$ cat src/rtl/module_split_fields_pkg.sv
// Shared types and field layout for the split-fields word assembler.
package module_split_fields_pkg;

    typedef enum logic [1:0] {
        StHi   = 2'd0,
        StLo   = 2'd1,
        StFull = 2'd2
    } state_e;

    localparam int unsigned A_W    = 4;
    localparam int unsigned B_W    = 4;
    localparam int unsigned C_W    = 8;
    localparam int unsigned HI_W   = A_W + B_W;
    localparam int unsigned WORD_W = A_W + B_W + C_W;

    localparam int unsigned C_OFF = 0;
    localparam int unsigned B_OFF = C_OFF + C_W;
    localparam int unsigned A_OFF = B_OFF + B_W;

endpackage

$ cat src/rtl/split_fields_sat_cnt.sv
// Saturating up-counter with increment enable; holds at all-ones instead of wrapping.
module split_fields_sat_cnt #(
    parameter int unsigned Width = 8
) (
    input  logic             clk_i,
    input  logic             rst_ni,
    input  logic             inc_i,
    output logic [Width-1:0] cnt_o
);

    logic [Width-1:0] cnt_q, cnt_d;

    always_comb begin
        cnt_d = cnt_q;
        if (inc_i && (cnt_q != {Width{1'b1}})) begin
            cnt_d = cnt_q + Width'(1);
        end
    end

    always_ff @(posedge clk_i or negedge rst_ni) begin
        if (!rst_ni) begin
            cnt_q <= '0;
        end else begin
            cnt_q <= cnt_d;
        end
    end

    assign cnt_o = cnt_q;

endmodule

$ cat src/rtl/module_split_fields.sv
// Assembles {high, low} byte pairs into a 16-bit word with an a/b/c field split.
// Define MODULE_SPLIT_FIELDS_ERRCNT_EN to build the saturating resync error counter.
module module_split_fields
    import module_split_fields_pkg::*;
#(
    parameter int unsigned CNT_W = 8
) (
    input  logic              clk,
    input  logic              rst_n,
    input  logic [7:0]        in_byte,
    input  logic              in_valid,
    input  logic              in_sof,
    output logic              in_ready,
    output logic              out_valid,
    input  logic              out_ready,
    output logic [15:0]       out_concat,
    output logic [3:0]        out_a,
    output logic [3:0]        out_b,
    output logic [7:0]        out_c,
    output logic [CNT_W-1:0]  out_err_cnt
);

    state_e            state_q;
    logic [HI_W-1:0]   hi_q;
    logic [WORD_W-1:0] word_q;
    logic              valid_q;
    logic              accept;

    // Only the full state backpressures, and then only on the downstream handshake.
    assign in_ready = (state_q == StFull) ? out_ready : 1'b1;
    assign accept   = in_valid & in_ready;

    always_ff @(posedge clk or negedge rst_n) begin
        if (!rst_n) begin
            state_q <= StHi;
            hi_q    <= '0;
            word_q  <= '0;
            valid_q <= 1'b0;
        end else begin
            case (state_q)
                StHi: begin
                    if (accept) begin
                        hi_q    <= in_byte;
                        state_q <= StLo;
                    end
                end
                StLo: begin
                    if (accept) begin
                        if (in_sof) begin
                            hi_q <= in_byte;
                        end else begin
                            word_q  <= {hi_q, in_byte};
                            valid_q <= 1'b1;
                            state_q <= StFull;
                        end
                    end
                end
                StFull: begin
                    if (out_ready) begin
                        valid_q <= 1'b0;
                        if (in_valid) begin
                            hi_q    <= in_byte;
                            state_q <= StLo;
                        end else begin
                            state_q <= StHi;
                        end
                    end
                end
                default: begin
                    valid_q <= 1'b0;
                    state_q <= StHi;
                end
            endcase
        end
    end

    assign out_valid  = valid_q;
    assign out_concat = word_q;
    assign out_a      = word_q[A_OFF +: A_W];
    assign out_b      = word_q[B_OFF +: B_W];
    assign out_c      = word_q[C_OFF +: C_W];

`ifdef MODULE_SPLIT_FIELDS_ERRCNT_EN
    logic resync;
    assign resync = accept & in_sof & (state_q == StLo);

    split_fields_sat_cnt #(
        .Width (CNT_W)
    ) u_err_cnt (
        .clk_i  (clk),
        .rst_ni (rst_n),
        .inc_i  (resync),
        .cnt_o  (out_err_cnt)
    );
`else
    assign out_err_cnt = '0;
`endif

endmodule

$ cat config.mk
export PLATFORM = sky130hd
export DESIGN_NAME = module_split_fields
export DESIGN_NICKNAME = d
export VERILOG_FILES = /design/src/rtl/module_split_fields_pkg.sv /design/src/rtl/split_fields_sat_cnt.sv /design/src/rtl/module_split_fields.sv
export SDC_FILE = /design/constraint.sdc
export NUM_CORES = 1
export LEC_CHECK = 0
export CORE_MARGIN = 3
export CORE_UTILIZATION = 45
export DETAILED_ROUTE_END_ITERATION = 8
export HOLD_SLACK_MARGIN = 0.03
export PLACE_DENSITY_LB_ADDON = 0.05
export SLEW_MARGIN = 20
export SYNTH_ARGS = -nofsm -noshare
export SYNTH_HDL_FRONTEND = slang
export SYNTH_SLANG_ARGS = --single-unit
$ cat constraint.sdc
create_clock -name clk -period 2.64 [get_ports clk]
set_input_delay 0.396 -clock clk [delete_from_list [all_inputs] [get_ports clk]]
set_output_delay 0.396 -clock clk [all_outputs]
set_load 0.01 [all_outputs]
Yosys cells after proc, flatten, opt, wreduce, memory -nomap -nowiden

Cells that the tools add are included.

Output and inout bits: 42
Bits in registers: 27
Logic and storage cells: 38
Input bits: 13

Equality and inequality tests: 8
Bitwise operators: 3
Reduce and logical (&&, ||, !) cells: 6
Mux-type cells: 17

Operators by type and width:

| cell               | count |
|---|---|
| $mux 8             | 5 |
| $pmux 8 s3         | 1 |
| $ne 2x2->1 const B | 6 |
| $mux 2             | 4 |
| $reduce_and 4->1   | 2 |
| $pmux 2 s3         | 1 |
| $reduce_and 6->1   | 1 |
| $mux 1             | 5 |
| $pmux 1 s3         | 1 |
| $reduce_and 3->1   | 1 |
| $reduce_bool 3->1  | 1 |
| $eq 2x1->1 const B | 1 |
| $eq 2x2->1 const B | 1 |
| $logic_not 2->1    | 1 |
| $not 1->1          | 2 |
| $and 1x1->1        | 1 |

Logic depth before layout (Yosys ltp)

Gate-level depths: netlist (run 1).

Depth after elaboration: 5
Mapped depth: 4
Depth with buffers taken out: 3

Worst setup path before layout (run 1)

OpenSTA, ideal clock, no wires.

Path type: input port to flip-flop
From: input in_sof
To: register word_q[10], in the netlist out_concat[10]
Stages: 4
Required time: 2.513 ns
Path buffers: 1
Data arrival time: 1.267 ns
Setup time: 0.127 ns
Path slack: 1.246 ns
Path through: nand3b_2 nor2_4 buf_6 mux2_1

Word-level cells in the longest chain between the ends: 2

RTL lines:

| element                           | RTL line                  | RTL |
|---|---|---|
| start, declared                   | module_split_fields.sv:12 | `input logic in_sof,` |
| $not 1->1 (no source line)        | -                         |  |
| $reduce_and 3->1 (no source line) | -                         |  |
| end signal, assigned              | module_split_fields.sv:52 | `word_q <= {hi_q, in_byte};` |
| end, declared                     | module_split_fields.sv:25 | `logic [WORD_W-1:0] word_q;` |

No other way between the ends.
A chain may end at the register's enable or synchronous reset.

Worst setup path in the final report (run 1)

From: input out_ready
To: output in_ready

Word-level cells in the longest chain between the ends: 1

RTL lines:

| element         | RTL line                  | RTL |
|---|---|---|
| start, declared | module_split_fields.sv:15 | `input logic out_ready,` |
| $mux 1          | module_split_fields.sv:30 | `assign in_ready = (state_q == StFull) ? out_ready : 1'b1;` |
| end, declared   | module_split_fields.sv:13 | `output logic in_ready,` |

No other way between the ends.

==> impl_metrics.tcl, run 1 <==
set metrics [dict create \
    status "complete, no violations" \
    track_usage_pct 13.4 \
    antenna_cells 0 \
    ant_nets 0 \
    ys_seq_area_share_pct 52.9 \
    die_area_sq_mm 0.00351 \
    firstDrtPassIters 4 \
    path_cells "clkdlybuf4s50_1, nor2_1, nand2_1, clkdlybuf4s50_1" \
    cts-buffers-inserted 3 \
    layout_min_cycle_time_ns 1.98 \
    crit_fanout 2 \
    cts_sinks 27 \
    die_x_microns 59.3 \
    drt_iter0_markers 6 \
    cts_hold_buf 0 \
    grt_max_degree 28 \
    clock_skew_ns 0.0101 \
    final_area_sq_mm 0.00164 \
    final-hold-violation-count 0 \
    grt-ovfl-total 0 \
    yosysTopAreaCell "dfrtp_1" \
    cts_tree "done" \
    cellPowerDensity_mw_per_mm2 1090 \
    htree_num_levels 1 \
    die_h_microns 59.3 \
    finalWirelength_microns 2150 \
    clk_pin_slew_ns 0.14 \
    drive_above_1_share_pct 19.2 \
    vdd_drop_max_mv 0.752 \
    tns_ns 0 \
    ys_ff_latch 27 \
    hold_slack_ns 0.420 \
    required_ns 2.24 \
    syn_avg_cell_area_sq_um 13.9 \
    crit_buf_inv 2 \
    grt_pass1_wl_microns 3490 \
    start_kind "input pin" \
    syn_area_sq_mm 0.00128 \
    crit_path_top_delay_cell "clkdlybuf4s50_1" \
    fin_ws_ns 0.656 \
    ff2ff_setup_slack_ns 1.13 \
    io_buffers 46 \
    viasPerCell 4.93 \
    cts_setup_buffers 0 \
    area_growth_pct 28.8 \
    final_core_util_pct 63.5 \
    n_fill_cell 207 \
    ys_types 18 \
    nets 139 \
    placementRows 18 \
    cp_top_family "buffers and inverters" \
    drt-wirelength-per-cell_microns 13.9 \
    synth.area.top_cells "dfrtp_1, buf_4, mux2_4, mux2_1, mux2_2" \
    clock_latency_ns 0.32 \
    gp_congestion 0.781 \
    drv_cap 0 \
    end_kind "primary output" \
    arrival_ns 1.59 \
    yosys.area.top_type_share_pct 52.9 \
    cpPeakStageDelay_ns 0.55 \
    ctsResizeCount 0 \
    start_util_pct 49.3 \
    netlist_instances 92 \
    core-area_sq_mm 0.00259 \
    max_freq_mhz 504 \
    maxSlewViolCount 0 \
    root_buffer "clkbuf_4" \
    crit_type "input pin to primary output" \
    place.detailed.hpwl_microns 1610 \
    yosysWarnings 0 \
    fin_crit_sh_pct 75.1 \
    p_leak_uw 0.000710 \
    hp-class "input pin to async pin" \
    drc 0 \
    grt_pass1_vias 780 \
    antenna_found_initial 0 \
    io_pins 55 \
    num_vias 764 \
    rsz0062_at_grt "false" \
    finalSetupViolations 0 \
    post-place-ws_ns 0.600 \
    dpl_cell_area_sq_mm 0.00162 \
    clockBufferDepth 2 \
    cpMostUsedCell "clkdlybuf4s50_1" \
]
## layout make-up
type | instances | area, sq um | area share, %
flip-flops and latches | 27 | 676 | 41.1
repair buffers | 47 | 468 | 28.5
multi-input cells | 46 | 432 | 26.3
well taps | 30 | 37.5 | 2.28
clock buffers | 3 | 22.5 | 1.37
clock inverters | 1 | 5.00 | 0.304
inverters | 1 | 3.75 | 0.228
## through the flow
| stage | std cells | total power, uW |
|---|---|---|
| after detailed placement | 151 | 1640 |
| after global placement | 151 | 1620 |
| after CTS | 155 | 1810 |
| after global routing | 155 | 1900 |
| after floorplan | 99 | 1230 |
| final | 155 | 1790 |
## synthesized netlist by cell type (all sizes together)
| master | number |
|---|---|
| dfrtp | 27 |
| nand2b | 2 |
| nand2 | 2 |
| o21ai | 3 |
| and2b | 1 |
| a21oi | 2 |
| buf | 25 |
| mux2 | 24 |
| o22ai | 1 |
| conb | 1 |
| nand3b | 1 |
| nor2 | 2 |
| inv | 1 |
## logic make-up (layout without fill, tap and decap cells)
kind of cell / Yosys count / in the layout / synth area share (%)
DFF: 27 / 27 / 52.9
AOI/OAI and AO/OA: 6 / 6 / 3.53
and+or+nand+nor: 8 / 8 / 4.41
buffers and inverters: 26 / 52 / 15.3
muxes: 24 / 24 / 23.5
other: 1 / 8 / 0.294
## state kept, by name (all words and copies together) (netlist names)
| register | cells |
|---|---|
| out_valid | 1 |
| out_concat | 16 |
| hi_q | 8 |
| state_q | 2 |
## worst paths after layout
check                      cells after the start              startpoint                         end
max                                            4               out_ready                    in_ready
min                                            2                   rst_n   out_concat[0]$_DFFE_PN0P_
max reg2reg                                    3  state_q[1]$_DFFE_PN0P_         hi_q[4]$_DFFE_PN0P_
min reg2reg                                    1     hi_q[5]$_DFFE_PN0P_  out_concat[13]$_DFFE_PN0P_
max in group asynchronous                      2                   rst_n  out_concat[12]$_DFFE_PN0P_
min in group clk                               1     hi_q[5]$_DFFE_PN0P_  out_concat[13]$_DFFE_PN0P_
## power breakdown
part | internal, uW | switching (uW) | leakage [uW] | total (uW)
combinational | 583 | 316 | 0.000376 | 899
sequential | 588 | 126 | 0.000317 | 714
clock | 56.7 | 116 | 0.0000177 | 172
total | 1230 | 558 | 0.000710 | 1790
## routing by layer
layer	track usage (%)	vias up	part of all wire, %
li1	-	346	-
met1	16.2	371	41
met2	21.8	43	48
met3	5.23	4	9.3
met4	4.21	0	1.9
met5	0	-	0
## placed cells by master (no fill, tap or decap)
cell and n:
mux2_2 6, nand3b_2 1, and2b_1 1, clkdlybuf4s50_1 46, nand2_1 2, mux2_1 10, clkinv_2 1, nand2b_2 1
conb_1 8, clkbuf_4 3, buf_4 1, o21ai_0 3, o22ai_4 1, nor2_4 1, a21oi_1 2, dfrtp_1 27
nand2b_1 1, inv_2 1, mux2_4 8, nor2_1 1
Power figures use the tool's default switching activity.
==> run 2, diff against run 1 <==
--- a/config.mk
+++ b/config.mk
@@ -6,7 +6,7 @@
 export NUM_CORES = 1
 export LEC_CHECK = 0
 export CORE_MARGIN = 3
-export CORE_UTILIZATION = 45
+export CORE_UTILIZATION = 41
 export DETAILED_ROUTE_END_ITERATION = 8
 export HOLD_SLACK_MARGIN = 0.03
 export PLACE_DENSITY_LB_ADDON = 0.05
==> constraint.sdc (replaced) <==
create_clock -name clk -period 1.9 [get_ports clk]
set_input_delay 0.285 -clock clk [delete_from_list [all_inputs] [get_ports clk]]
set_output_delay 0.285 -clock clk [all_outputs]
set_load 0.01 [all_outputs]
==> run 2 against run 1 <==
Effect of this change:
- final area grew 2.4%
- combinational power grew 41%
- non-clock buffer count grew 3
- clock-buffer cell count is the same
- core utilization shrank 4.5 points
- sequential power grew 38%
- first-iteration DRC count grew 83%
- flip-flop and latch count is the same
- largest cell class unchanged
==> impl_metrics.tcl, run 2 (synthesis results as in run 1) <==
set metrics [dict create \
    drc 0 \
    status "complete, no violations" \
    drv_cap 0 \
    area_growth_pct 31.9 \
    cp_top_family "buffers and inverters" \
    ff2ff_setup_slack_ns 0.50 \
    worstReg2RegStart "state_q[0]$_DFFE_PN0P_" \
    largest_reg_flops 16 \
    cts_hold_buf 0 \
    hp-class "input pin to async pin" \
    gp_congestion 0.652 \
    grt_pass1_wl_microns 3540 \
    drt_iter0_markers 11 \
    required_ns 1.62 \
    crit_path_start "state_q[0]$_DFFE_PN0P_" \
    clock_skew_ns 0.0189 \
    cellPowerDensity_mw_per_mm2 1500 \
    grt-ovfl-total 0 \
    n_fill_cell 242 \
    root_buffer "clkbuf_4" \
    r2r_cells 4 \
    clk_pin_slew_ns 0.16 \
    start_util_pct 44.7 \
    cts_tree "done" \
    fin_crit_sh_pct 93.2 \
    vdd_drop_max_mv 0.793 \
    clockBufferDepth 2 \
    max_freq_mhz 565 \
    rsz0062_at_grt "false" \
    crit_buf_inv 1 \
    r2r-end "hi_q[5]$_DFFE_PN0P_" \
    cts-buffers-inserted 3 \
    antenna_found_initial 0 \
    die_x_microns 61.8 \
    io_buffers 46 \
    layout_common_cells "clkdlybuf4s50_1, dfrtp_1, mux2_1, mux2_4, conb_1" \
    antenna_cells 0 \
    drt-wirelength-per-cell_microns 13.7 \
    cp.depth 3 \
    firstDrtPassIters 2 \
    arrival_ns 1.49 \
    htree_num_levels 1 \
    final_area_sq_mm 0.00168 \
    die_area_sq_mm 0.00382 \
    num_vias 763 \
    p_leak_uw 0.000726 \
    cts_setup_buffers 0 \
    dpl_cell_area_sq_mm 0.00165 \
    core-area_sq_mm 0.00285 \
    final_common_cell "clkdlybuf4s50_1" \
    drive_above_1_share_pct 21.1 \
    nets 142 \
    crit_path_top_delay_cell "clkdlybuf4s50_1" \
    ant_nets 0 \
    end_kind "primary output" \
    track_usage_pct 12.8 \
    grt_max_degree 28 \
    clock_latency_ns 0.33 \
    viasPerCell 4.80 \
    cts_sinks 27 \
    grt_pass1_vias 759 \
    crit_end "in_ready" \
    start_kind "register" \
    ctsResizeCount 0 \
    finalWirelength_microns 2180 \
    io_pins 55 \
    die_h_microns 61.8 \
    final-hold-violation-count 0 \
    layout_min_cycle_time_ns 1.77 \
    crit_type "register to primary output" \
    path_cells "nor2_1, nand2_1, clkdlybuf4s50_1" \
    place.detailed.hpwl_microns 1660 \
    crit_fanout 5 \
    placementRows 19 \
    maxSlewViolCount 0 \
    finalSetupViolations 0 \
    tns_ns 0 \
    cpPeakStageDelay_ns 0.49 \
]
run 2: cell count changes in the layout (fill, tap and decap cells not counted), sizes merged:
cell	previous run	this run
clkinv	1	0
buf	1	4
clkinvlp	0	1
run 2: final cells by class:
cell class,count,area (sq um),area share [%]
multi-input cells,46,432,25.7
flip-flops and latches,27,676,40.1
clock inverters,1,7.51,0.446
repair buffers,50,503,29.9
clock buffers,3,22.5,1.34
inverters,1,3.75,0.223
well taps,31,38.8,2.30
run 2: metal layers:
layer	wire length, microns	GRT usage, %	vias up
met2	1080	20.6	32
met1	939	16.8	378
li1	-	-	351
met4	16	5.45	0
met3	141	2.48	2
met5	0	0	-
run 2: worst min path at each step:
stage | end | start
after floorplan | hi_q[0]$_DFFE_PN0P_ | rst_n
after global placement | out_concat[9]$_DFFE_PN0P_ | hi_q[1]$_DFFE_PN0P_
after global routing | out_concat[6]$_DFFE_PN0P_ | rst_n
final | out_concat[6]$_DFFE_PN0P_ | rst_n
after CTS | out_concat[6]$_DFFE_PN0P_ | rst_n
after detailed placement | out_concat[12]$_DFFE_PN0P_ | hi_q[4]$_DFFE_PN0P_
run 2: power by group:
group	switching (uW)	leakage [uW]	internal (uW)	total [uW]
clock	176	0.0000139	80.4	256
combinational	442	0.000395	832	1270
sequential	171	0.000317	817	987
total	789	0.000726	1730	2520
run 2: stage by stage:
step	setup WS, ns	total power, uW	utilization (%)	std cells	hold WS (ns)
after floorplan	0.540	1710	-	99	-0.0106
after global placement	0.151	2280	57.9	155	0.475
after detailed placement	0.111	2300	57.9	155	0.481
after CTS	0.122	2560	59.0	159	0.321
after global routing	0.0373	2710	59.0	159	0.313
final	0.130	2520	59.0	159	0.300
